<file path="src/rtl/stream_mux_arb_pkg.sv">
// Shared definitions for the stream_mux_arb block and its benches.
// Mode encodings for the runtime arbitration selector.
package stream_mux_arb_pkg;

    localparam logic MODE_FIXED = 1'b0;
    localparam logic MODE_RR    = 1'b1;

endpackage

</file>
<file path="src/rtl/stream_mux_arb_rr_arbiter.sv">
// Combinational round-robin arbiter: rotate requests so ptr sits at bit 0,
// pick the lowest set bit, then rotate the one-hot pick back.
module rr_arbiter #(
    parameter  int N  = 4,
    localparam int SW = $clog2(N)
) (
    input  logic [N-1:0]  req,
    input  logic [SW-1:0] ptr,
    output logic [N-1:0]  gnt,
    output logic [SW-1:0] gnt_id
);

    logic [2*N-1:0] req_dbl;
    logic [N-1:0]   req_rot;
    logic [N-1:0]   pick_rot;
    logic [2*N-1:0] pick_dbl;
    logic [SW-1:0]  pos;
    logic           found;
    int             id_sum;

    always_comb begin
        req_dbl  = {req, req};
        req_rot  = req_dbl[ptr +: N];
        found    = 1'b0;
        pos      = '0;
        for (int i = 0; i < N; i++) begin
            if (req_rot[i] && !found) begin
                found = 1'b1;
                pos   = i[SW-1:0];
            end
        end
        pick_rot = found ? (N'(1) << pos) : '0;
        // Upper half of the doubled, left-shifted pick is the rotate-back.
        pick_dbl = {pick_rot, pick_rot} << ptr;
        gnt      = pick_dbl[2*N-1:N];
        id_sum   = int'(pos) + int'(ptr);
        if (id_sum >= N) begin
            id_sum = id_sum - N;
        end
        gnt_id   = id_sum[SW-1:0];
    end

endmodule

</file>
<file path="src/rtl/stream_mux_arb.sv">
// N-channel stream multiplexer with a single registered output stage and
// either fixed-select or round-robin arbitration chosen at runtime.
module stream_mux_arb
    import stream_mux_arb_pkg::*;
#(
    parameter  int N  = 4,
    parameter  int W  = 8,
    localparam int SW = $clog2(N)
) (
    input  logic           CLK,
    input  logic           RST_X,
    input  logic           mode,
    input  logic [SW-1:0]  sel,
    input  logic [N-1:0]   in_valid,
    input  logic [N*W-1:0] in_data,
    output logic [N-1:0]   in_ready,
    output logic           out_valid,
    output logic [W-1:0]   out_data,
    output logic [SW-1:0]  out_ch,
    input  logic           out_ready
);

    logic [SW-1:0] rr_ptr;
    logic [N-1:0]  rr_gnt;
    logic [SW-1:0] rr_id;
    logic [N-1:0]  fix_gnt;
    logic [N-1:0]  gnt;
    logic [SW-1:0] gnt_id;
    logic          free;
    logic          xfer;
    logic [W-1:0]  data_p0;
    logic          vld_p1;
    logic [W-1:0]  data_p1;
    logic [SW-1:0] ch_p1;

    rr_arbiter #(.N(N)) u_rr_arbiter (
        .req    (in_valid),
        .ptr    (rr_ptr),
        .gnt    (rr_gnt),
        .gnt_id (rr_id)
    );

    // Stage p0: grant selection and input handshake
    always_comb begin
        fix_gnt = '0;
        if (int'(sel) < N) begin
            fix_gnt[sel] = in_valid[sel];
        end
        gnt    = (mode == MODE_RR) ? rr_gnt : fix_gnt;
        gnt_id = (mode == MODE_RR) ? rr_id  : sel;
        free   = ~vld_p1 | out_ready;
        // Gating with RST_X keeps ready low while reset is held.
        in_ready = gnt & {N{free & RST_X}};
        xfer     = |(in_valid & in_ready);
        data_p0  = in_data[int'(gnt_id) * W +: W];
    end

    // Stage p1: output register
    always_ff @(posedge CLK or negedge RST_X) begin
        if (!RST_X) begin
            vld_p1  <= 1'b0;
            data_p1 <= '0;
            ch_p1   <= '0;
        end else if (xfer) begin
            vld_p1  <= 1'b1;
            data_p1 <= data_p0;
            ch_p1   <= gnt_id;
        end else if (out_ready) begin
            vld_p1  <= 1'b0;
        end
    end

    always_ff @(posedge CLK or negedge RST_X) begin
        if (!RST_X) begin
            rr_ptr <= '0;
        end else if (xfer && (mode == MODE_RR)) begin
            rr_ptr <= (gnt_id == SW'(N - 1)) ? '0 : gnt_id + SW'(1);
        end
    end

    assign out_valid = vld_p1;
    assign out_data  = data_p1;
    assign out_ch    = ch_p1;

endmodule
</file>
<file path="config.mk">
export PLATFORM = sky130hd
export DESIGN_NAME = stream_mux_arb
export DESIGN_NICKNAME = d
export VERILOG_FILES = /design/src/rtl/stream_mux_arb_pkg.sv /design/src/rtl/stream_mux_arb_rr_arbiter.sv /design/src/rtl/stream_mux_arb.sv
export SDC_FILE = /design/constraint.sdc
export NUM_CORES = 1
export LEC_CHECK = 0
export ABC_CLOCK_PERIOD_IN_PS = 2900
export CORE_MARGIN = 4
export CORE_UTILIZATION = 37
export DETAILED_ROUTE_END_ITERATION = 8
export PLACE_DENSITY = 0.74
export SKIP_LAST_GASP = 1
export SYNTH_ARGS = -nofsm -noshare
export SYNTH_HDL_FRONTEND = slang
export SYNTH_SLANG_ARGS = --single-unit
</file>
<file path="constraint.sdc">
create_clock -name CLK -period 2.9 [get_ports CLK]
set_input_delay 0.725 -clock CLK [delete_from_list [all_inputs] [get_ports CLK]]
set_output_delay 0.725 -clock CLK [all_outputs]
set_load 0.01 [all_outputs]
</file>
==> PnR_summary.wiki, run 1 <==
{| class="wikitable"
! Metric !! Value
|-
| Run status || finished, violations left
|-
| Violations in the final reports || setup timing
|-
| Global-route wire length before repair || 6.42 mm
|-
| Placer Congestion || 0.861
|-
| Total global routing overflow || 0
|-
| Critical path required time || 3.06 ns
|-
| Number of distinct standard cells referenced by the synthesized netlist || 35
|-
| Slew at the pin with the worst max-slew slack || 0.377 ns
|-
| Number of buffers created by CTS || 3
|-
| Critical path class || input pin to register
|-
| Critical Path, Cell by Cell || buf_6 > buf_6 > a21oi_2 > nor2_1 > a21oi_1 > o21ai_1 > ha_2 > or3_1 > a21o_1 > a211o_1 > a31oi_4 > buf_6 > mux4_2 > mux2_2
|-
| Clock latency on the worst-skew pair || 0.27 ns
|-
| Starting utilization of the core area || 38.6%
|-
| Warning count from the yosys run || 0
|-
| Overall die area || 4150 µm²
|-
| Via count || 1351
|-
| # H-tree levels || 1
|-
| Placed cells || 246
|-
| Clk network pwr share || under 10%
|-
| Std cell rows || 20
|-
| Routed Antenna Nets || 0
|-
| Die X-Extent || 64.4 µm
|-
| Maximum number of pins on one net before global-route repair || 14
|-
| Ant. Diodes || 0
|-
| Power per cell area || 691 nW/µm²
|-
| Slowest cell on crit path || or3_1
|-
| CP Max Fanout || 5
|-
| Synth async-reset ratio || 100%
|-
| Area added between synthesis and finish || 73.8%
|-
| Primary flip-flop cell chosen by synthesis mapping || dfrtp_1
|-
| Vias in the first global route || 1405
|-
| Final Hold Violating Endpoints || 0
|-
| Max-cap viol count || 0
|-
| Drt via density || 5.36
|-
| Worst hold slack || approximately 0.49 ns
|-
| Detailed-router iteration count before antenna repair || 4
|-
| Total global-route track usage || 19.6%
|-
| Post-synthesis average cell area || a little over 9 µm²
|-
| Worst-case setup margin in the final layout || -0.109 ns
|-
| Max-Slew Margin vs Limit || 74.8%
|-
| Top-level I/O count || 57
|-
| Setup slack after placement || -0.870 ns
|-
| Most frequent cell on the critical path || buf_6
|-
| Signal arrival time at the worst endpoint || 3.16 ns
|-
| Post-detailed-route wirelength per cell || between 10 and 15 µm
|-
| Syn Inst Count || around 130
|-
| Static leakage || 0.886 nW
|-
| Critical Path End Type || register
|-
| Internal || 893 µW
|-
| Switching share of power || 36.8%
|-
| Final Instance Count excl. Fillers || 252
|-
| Number of slew-limit violations in the final report || 0
|-
| Root Driver || clkbuf_4
|-
| Clk_skew || 0.00234 ns
|-
| Quantity of hold-fixing buffers added after cts || 0
|-
| Final critical-path required period || 3.01 ns
|-
| Sequential-to-total area share from yosys stat || 27.6%
|-
| Placeable core area || between 3000 and 4000 µm²
|-
| Number of design-rule violations left by the first detailed-router iteration || around 130
|-
| Number of port buffers || 56
|-
| Clock transition at the register clock pins on the worst setup and hold paths after CTS || 0.08 ns
|-
| TritonCTS clock tree || yes
|-
| Final layout net count || 253
|-
| Initial antenna violation count || 0
|-
| Relative contribution of combinational cells to total power || 68.6%
|-
| CTS max path bufs || 2
|-
| Sequential share of power || a little under a quarter
|-
| Total nets after synthesis || 170
|-
| Worst Setup Start Kind || input pin
|-
| # setup viols final || 7
|-
| Fmax || 332 MHz
|-
| Slowest stage delay, CP || roughly 0.3 ns
|-
| Layout fillers || roughly 260
|-
| FF+latch count, synth || 13
|-
| FF-to-FF setup slack || -0.01 ns
|-
| Post-Syn Area || 1180 µm²
|-
| Period utilisation layout || 104%
|-
| Number of DRC violations after detailed routing || 0
|-
| EDFF count, synth || 0
|-
| Hpwl dp || 2.93 mm
|-
| Hold/Removal Path Class || register to register
|-
| Net load switching power || ~520 µW
|-
| Number of clock sinks || 13
|-
| Unrepaired setup endpoints after global routing || true
|-
| DRT Wirelength || roughly 3.8 mm
|-
| Largest voltage drop on the vdd net || 0.416 mV
|-
| Height of the die || approximately 64 µm
|-
| Share of cells above drive strength 1 || 31.7%
|}
## Yosys cell counts, types with 2 or more instances
library cell  count  share of area [%]
a21oi_1           8                3.4
a221oi_1          2                1.5
a32o_1            2                1.7
buf_2             5                2.1
buf_4             2                1.3
dfrtp_1          13                 28
ha_1              2                2.1
inv_1             6                1.9
inv_2             3               0.96
mux2_1            3                2.9
mux2_2            7                6.7
mux2i_1           2                1.7
mux4_1            7                 16
nand2_1          11                3.5
nand2b_1          2                1.1
nand4_1           2                1.1
nor2_1           14                4.5
nor2b_1           5                2.7
o21ai_0          10                4.3
o21ai_1           4                1.7
o22ai_1           2                1.1
## timing repair
action                     in CTS  in global routing
setup buffers                   3                  0
gates cloned                    1                  0
hold endpoints to repair        0                  0
setup endpoints to repair      15                 12
pin swaps                      10                  9
resized for setup              32                 13
## flip-flops by register name, summed over array words and instances (netlist names)
register   cells
out_valid      1
out_ch         2
out_data       8
rr_ptr         2
## cell usage in the layout (no fill, tap or decap), drive strengths merged
cell type       n
a32oi           1
o21ai          14
ha              2
a211o           1
mux2           10
a222oi          1
clkdlybuf4s50  47
dfrtp          13
o221ai          1
o41ai           1
a31oi           2
mux2i           2
dlymetal6s2s    1
nor2           14
nand4           2
inv             9
nand2          11
clkbuf          4
buf            34
a221o           1
nor4bb          1
clkdlybuf4s15   1
mux4            7
a21o            1
or3             1
a32o            2
o211ai          1
nand2b          2
a221oi          2
o22ai           2
dlygate4sd2     3
nor2b           5
a21oi           9
## power groups by stage
stage          logic (mW)  clock network (mW)  registers (mW)
5_1_grt              1.05               0.126           0.350
3_3_place_gp        0.863                   0           0.331
3_5_place_dp        0.885                   0           0.332
6_report            0.970               0.110           0.334
4_1_cts             0.975               0.114           0.331
2_1_floorplan       0.456                   0           0.357
## worst max-delay path, delay by kind of cell
| family | cells | cell delay [ns] |
|---|---|---|
| buf+inv | 3 | 0.35 |
| compound gates | 6 | 0.99 |
| mux | 2 | 0.57 |
| fa+ha+maj | 1 | 0.17 |
| simple gates | 2 | 0.35 |
## stage by stage
| stage | instance area (µm²) | power (mW) | util [%] | TNS [ns] |
|---|---|---|---|---|
| after detailed placement | 1970 | 1.22 | 64.5 | -10.17 |
| after floorplan | 1210 | 0.813 | - | -2.45 |
| after global routing | 2050 | 1.53 | 67.0 | -1.60 |
| final | 2050 | 1.41 | 67.0 | -0.672 |
| after CTS | 2080 | 1.42 | 68.1 | -2.08 |
| after global placement | 1970 | 1.19 | 64.5 | -9.68 |
## metal layers
metal | share of wire (%) | vias to the layer above | global-route usage [%]
met5 | 0 | - | 0
met4 | 2.5 | 0 | 8.44
met3 | 8.5 | 10 | 4.51
met2 | 49 | 76 | 35.2
met1 | 40 | 625 | 21.9
li1 | - | 640 | -
## kinds of logic (layout without fill, tap and decap cells)
group                      after synthesis  in the layout  share of synthesized area, %
buffers and inverters                   17             99                          6.59
muxes                                   19             19                          26.9
adders and majority gates                2              2                          2.13
AOI/OAI and AO/OA                       39             39                          22.6
and+or+nand+nor                         36             36                          14.1
DFF                                     13             13                          27.6
## worst paths after layout
| path | start | to | cells after the start |
|---|---|---|---|
| max | in_valid[1] | out_data[2] | 14 |
| min | out_ch[1] | out_ch[1] | 1 |
| max reg2reg | rr_ptr[1] | out_data[2] | 13 |
| min reg2reg | out_ch[1] | out_ch[1] | 1 |
| max in group asynchronous | RST_X | rr_ptr[0] | 2 |
| min in group asynchronous | RST_X | out_data[1] | 2 |
## final cells by class
class	count	area (µm²)	area share, %
Inverter	9	36.3	1.77
Tap cell	44	55.1	2.69
Sequential cell	13	325	15.9
Multi-Input combinational cell	96	818	40.0
Timing Repair Buffer	86	785	38.3
Clock buffer	4	26.3	1.28
(Power assumes the default switching activity.)
==> run 2: changes to the inputs <==
--- a/config.mk
+++ b/config.mk
@@ -10,7 +10,9 @@
 export CORE_UTILIZATION = 37
 export DETAILED_ROUTE_END_ITERATION = 8
 export PLACE_DENSITY = 0.74
+export RECOVER_POWER = 25
 export SKIP_LAST_GASP = 1
+export SLEW_MARGIN = 10
 export SYNTH_ARGS = -nofsm -noshare
 export SYNTH_HDL_FRONTEND = slang
 export SYNTH_SLANG_ARGS = --single-unit
==> constraint.sdc (replaced) <==
create_clock -name CLK -period 2.9 [get_ports CLK]
set_input_delay 0.87 -clock CLK [delete_from_list [all_inputs] [get_ports CLK]]
set_output_delay 0.87 -clock CLK [all_outputs]
set_load 0.01 [all_outputs]
==> run 2 against run 1 <==
The run still ends with setup timing left. Die area unchanged. Global-route usage increased by 0.22 points. Largest cell class is now non-clock buffers. Routed wire length is 5.3% higher. Hold slack improved by 0.023 ns. Total power grew 1.1%. Core utilization rose by 1.6 points. Sequential share of layout area down 0.37 points. Maximum frequency fell by 5.3%. Register-to-register slack improved by 0.03 ns.
==> PnR_summary.wiki, run 2 (synthesis results as in run 1) <==
{| class="wikitable"
! Metric !! Value
|-
| Post-layout instance area || around 2100 µm²
|-
| Buffers and inverters on the worst path || 3
|-
| FF-to-FF setup slack || around 0.020 ns
|-
| Final Hold Violating Endpoints || 0
|-
| Final layout net count || between 200 and 300
|-
| Worst-case setup margin in the final layout || -0.278 ns
|-
| Number of cells on the worst hold path || 1
|-
| Root Driver || clkbuf_4
|-
| Number of cells on the worst reg-to-reg path || 13
|-
| TritonCTS clock tree || yes
|-
| Worst min-delay path startpoint || out_ch[1]
|-
| Total Negative Setup Slacks || -2.33 ns
|-
| Setup slack after placement || -1.07 ns
|-
| Starting utilization of the core area || between 30 and 40%
|-
| Via count || between 1000 and 1500
|-
| Signal arrival time at the worst endpoint || 3.35 ns
|-
| Share of cells above drive strength 1 || 31.8%
|-
| Slowest stage delay, CP || 0.30 ns
|-
| Final critical-path required period || 3.18 ns
|-
| Critical path class || input pin to register
|-
| Total global-route track usage || 19.8%
|-
| # setup viols final || 10
|-
| Vias in the first global route || 1484
|-
| Overall power || ~1.4 mW
|-
| Number of clock sinks || 13
|-
| Global-route wire length before repair || around 6.5 mm
|-
| Area added between synthesis and finish || 77.9%
|-
| Power per cell area || 683 nW/µm²
|-
| Initial antenna violation count || 0
|-
| Number of DRC violations after detailed routing || 0
|-
| Area of all sequential standard cells || between 300 and 400 µm²
|-
| Drt via density || about 5.3
|-
| Placer Congestion || ~0.86
|-
| Commonest cells after routing, fill and taps aside || clkdlybuf4s50_1 (44), buf_4 (29), nor2_1 (13), dfrtp_1 (13), nand2_1 (11)
|-
| DP Area || slightly below 2000 µm²
|-
| Run status || finished, violations left
|-
| Clock transition at the register clock pins on the worst setup and hold paths after CTS || 0.09 ns
|-
| Critical path required time || 3.07 ns
|-
| Fmax || 315 MHz
|-
| Static leakage || 0.909 nW
|-
| Detailed-router iteration count before antenna repair || 4
|-
| DRT Wirelength || 3.97 mm
|-
| Hold/Removal Path Class || register to register
|-
| Post-detailed-route wirelength per cell || 15.6 µm
|-
| CP Max Fanout || 4
|-
| Critical Path End Type || register
|-
| Quantity of hold-fixing buffers added after cts || 0
|-
| Clock latency on the worst-skew pair || 0.28 ns
|-
| Ant. Diodes || 0
|-
| Height of the die || 64.4 µm
|-
| Clk_skew || between 0.004 and 0.005 ns
|-
| Largest voltage drop on the vdd net || 0.379 mV
|-
| Violations in the final reports || setup timing
|-
| Critical R2R Capture || out_data[6]
|-
| Number of port buffers || 56
|-
| Multi-input gate area in the final layout || 818 µm²
|-
| Worst Setup Start Kind || input pin
|-
| Layout fillers || between 200 and 300
|-
| Slowest cell on crit path || or3_1
|-
| Maximum number of pins on one net before global-route repair || 14
|-
| Placeable core area || 3050 µm²
|-
| Routed Antenna Nets || 0
|-
| End point of the most critical hold path || out_ch[1]
|-
| # H-tree levels || 1
|-
| Period utilisation layout || 110%
|-
| Crit-path leading delay family || compound AO/OA/AOI/OAI gates
|-
| Hpwl dp || 3.15 mm
|-
| Total global routing overflow || 0
|-
| Die X-Extent || roughly 64 µm
|-
| Overall die area || 4150 µm²
|-
| Critical Path, Cell by Cell || buf_8 > buf_6 > a21oi_2 > nor2_1 > a21oi_1 > o21ai_1 > ha_2 > or3_1 > a21o_1 > a211o_1 > a31oi_4 > clkbuf_16 > mux4_1 > mux2_4
|-
| Number of slew-limit violations in the final report || 0
|-
| Number of flip-flops under the largest register name || 8
|-
| Unrepaired setup endpoints after global routing || true
|-
| Std cell rows || 20
|-
| Max-Slew Margin vs Limit || 50.9%
|-
| Slew at the pin with the worst max-slew slack || between 0.7 and 0.8 ns
|-
| Top-level I/O count || 57
|-
| Number of design-rule violations left by the first detailed-router iteration || 194
|-
| CTS max path bufs || 2
|-
| Launch point of the worst reg-to-reg path || rr_ptr[1]
|-
| Most common cell after layout, fill and taps aside || clkdlybuf4s50_1
|-
| Max-cap viol count || 0
|-
| Number of buffers created by CTS || 3
|}
## run 2: layout make-up
class                   count  share of cell area, %
clock buffers               4                   1.25
inverters                   9                   1.73
well taps                  44                   2.63
repair buffers             89                   39.8
flip-flops and latches     13                   15.5
multi-input cells          96                   39.1
## run 2: timing repair
action                     in CTS  in global routing
setup endpoints to repair      15                 13
gates resized for setup        46                  9
cloned                          1                  0
pin swaps                      12                  7
buffers inserted                3                  3
## run 2: power by group
group / internal, mW / switching (mW)
sequential: 0.270 / 0.0778
combinational: 0.572 / 0.392
clock: 0.0533 / 0.0638
total: 0.896 / 0.534
## run 2: worst max path at each step
stage                startpoint     endpoint  slack (ns)  depth (start not counted)
finish              in_valid[1]  out_data[6]       -0.28                         14
global placement    in_valid[2]  out_data[1]        -1.0                         13
CTS                 in_valid[1]  out_data[0]       -0.35                         14
floorplan           in_valid[3]  out_data[1]       -0.44                         14
global route        in_valid[1]  out_data[6]       -0.39                         14
detailed placement  in_valid[2]  out_data[0]       -1.07                         13
## run 2: through the flow
step	util (%)	std cells	hold WS, ns
floorplan	-	126	0.529
global placement	65.0	246	0.474
detailed placement	65.0	246	0.498
CTS	67.9	253	0.515
global route	68.6	255	0.530
finish	68.6	255	0.517
## run 2: routing by layer
layer	track usage, %	share of wire [%]	wire, µm
met3	4.68	7.4	295
met4	6.07	1.2	49
met2	37.1	51	2030
met5	0	0	0
met1	21.8	40	1600
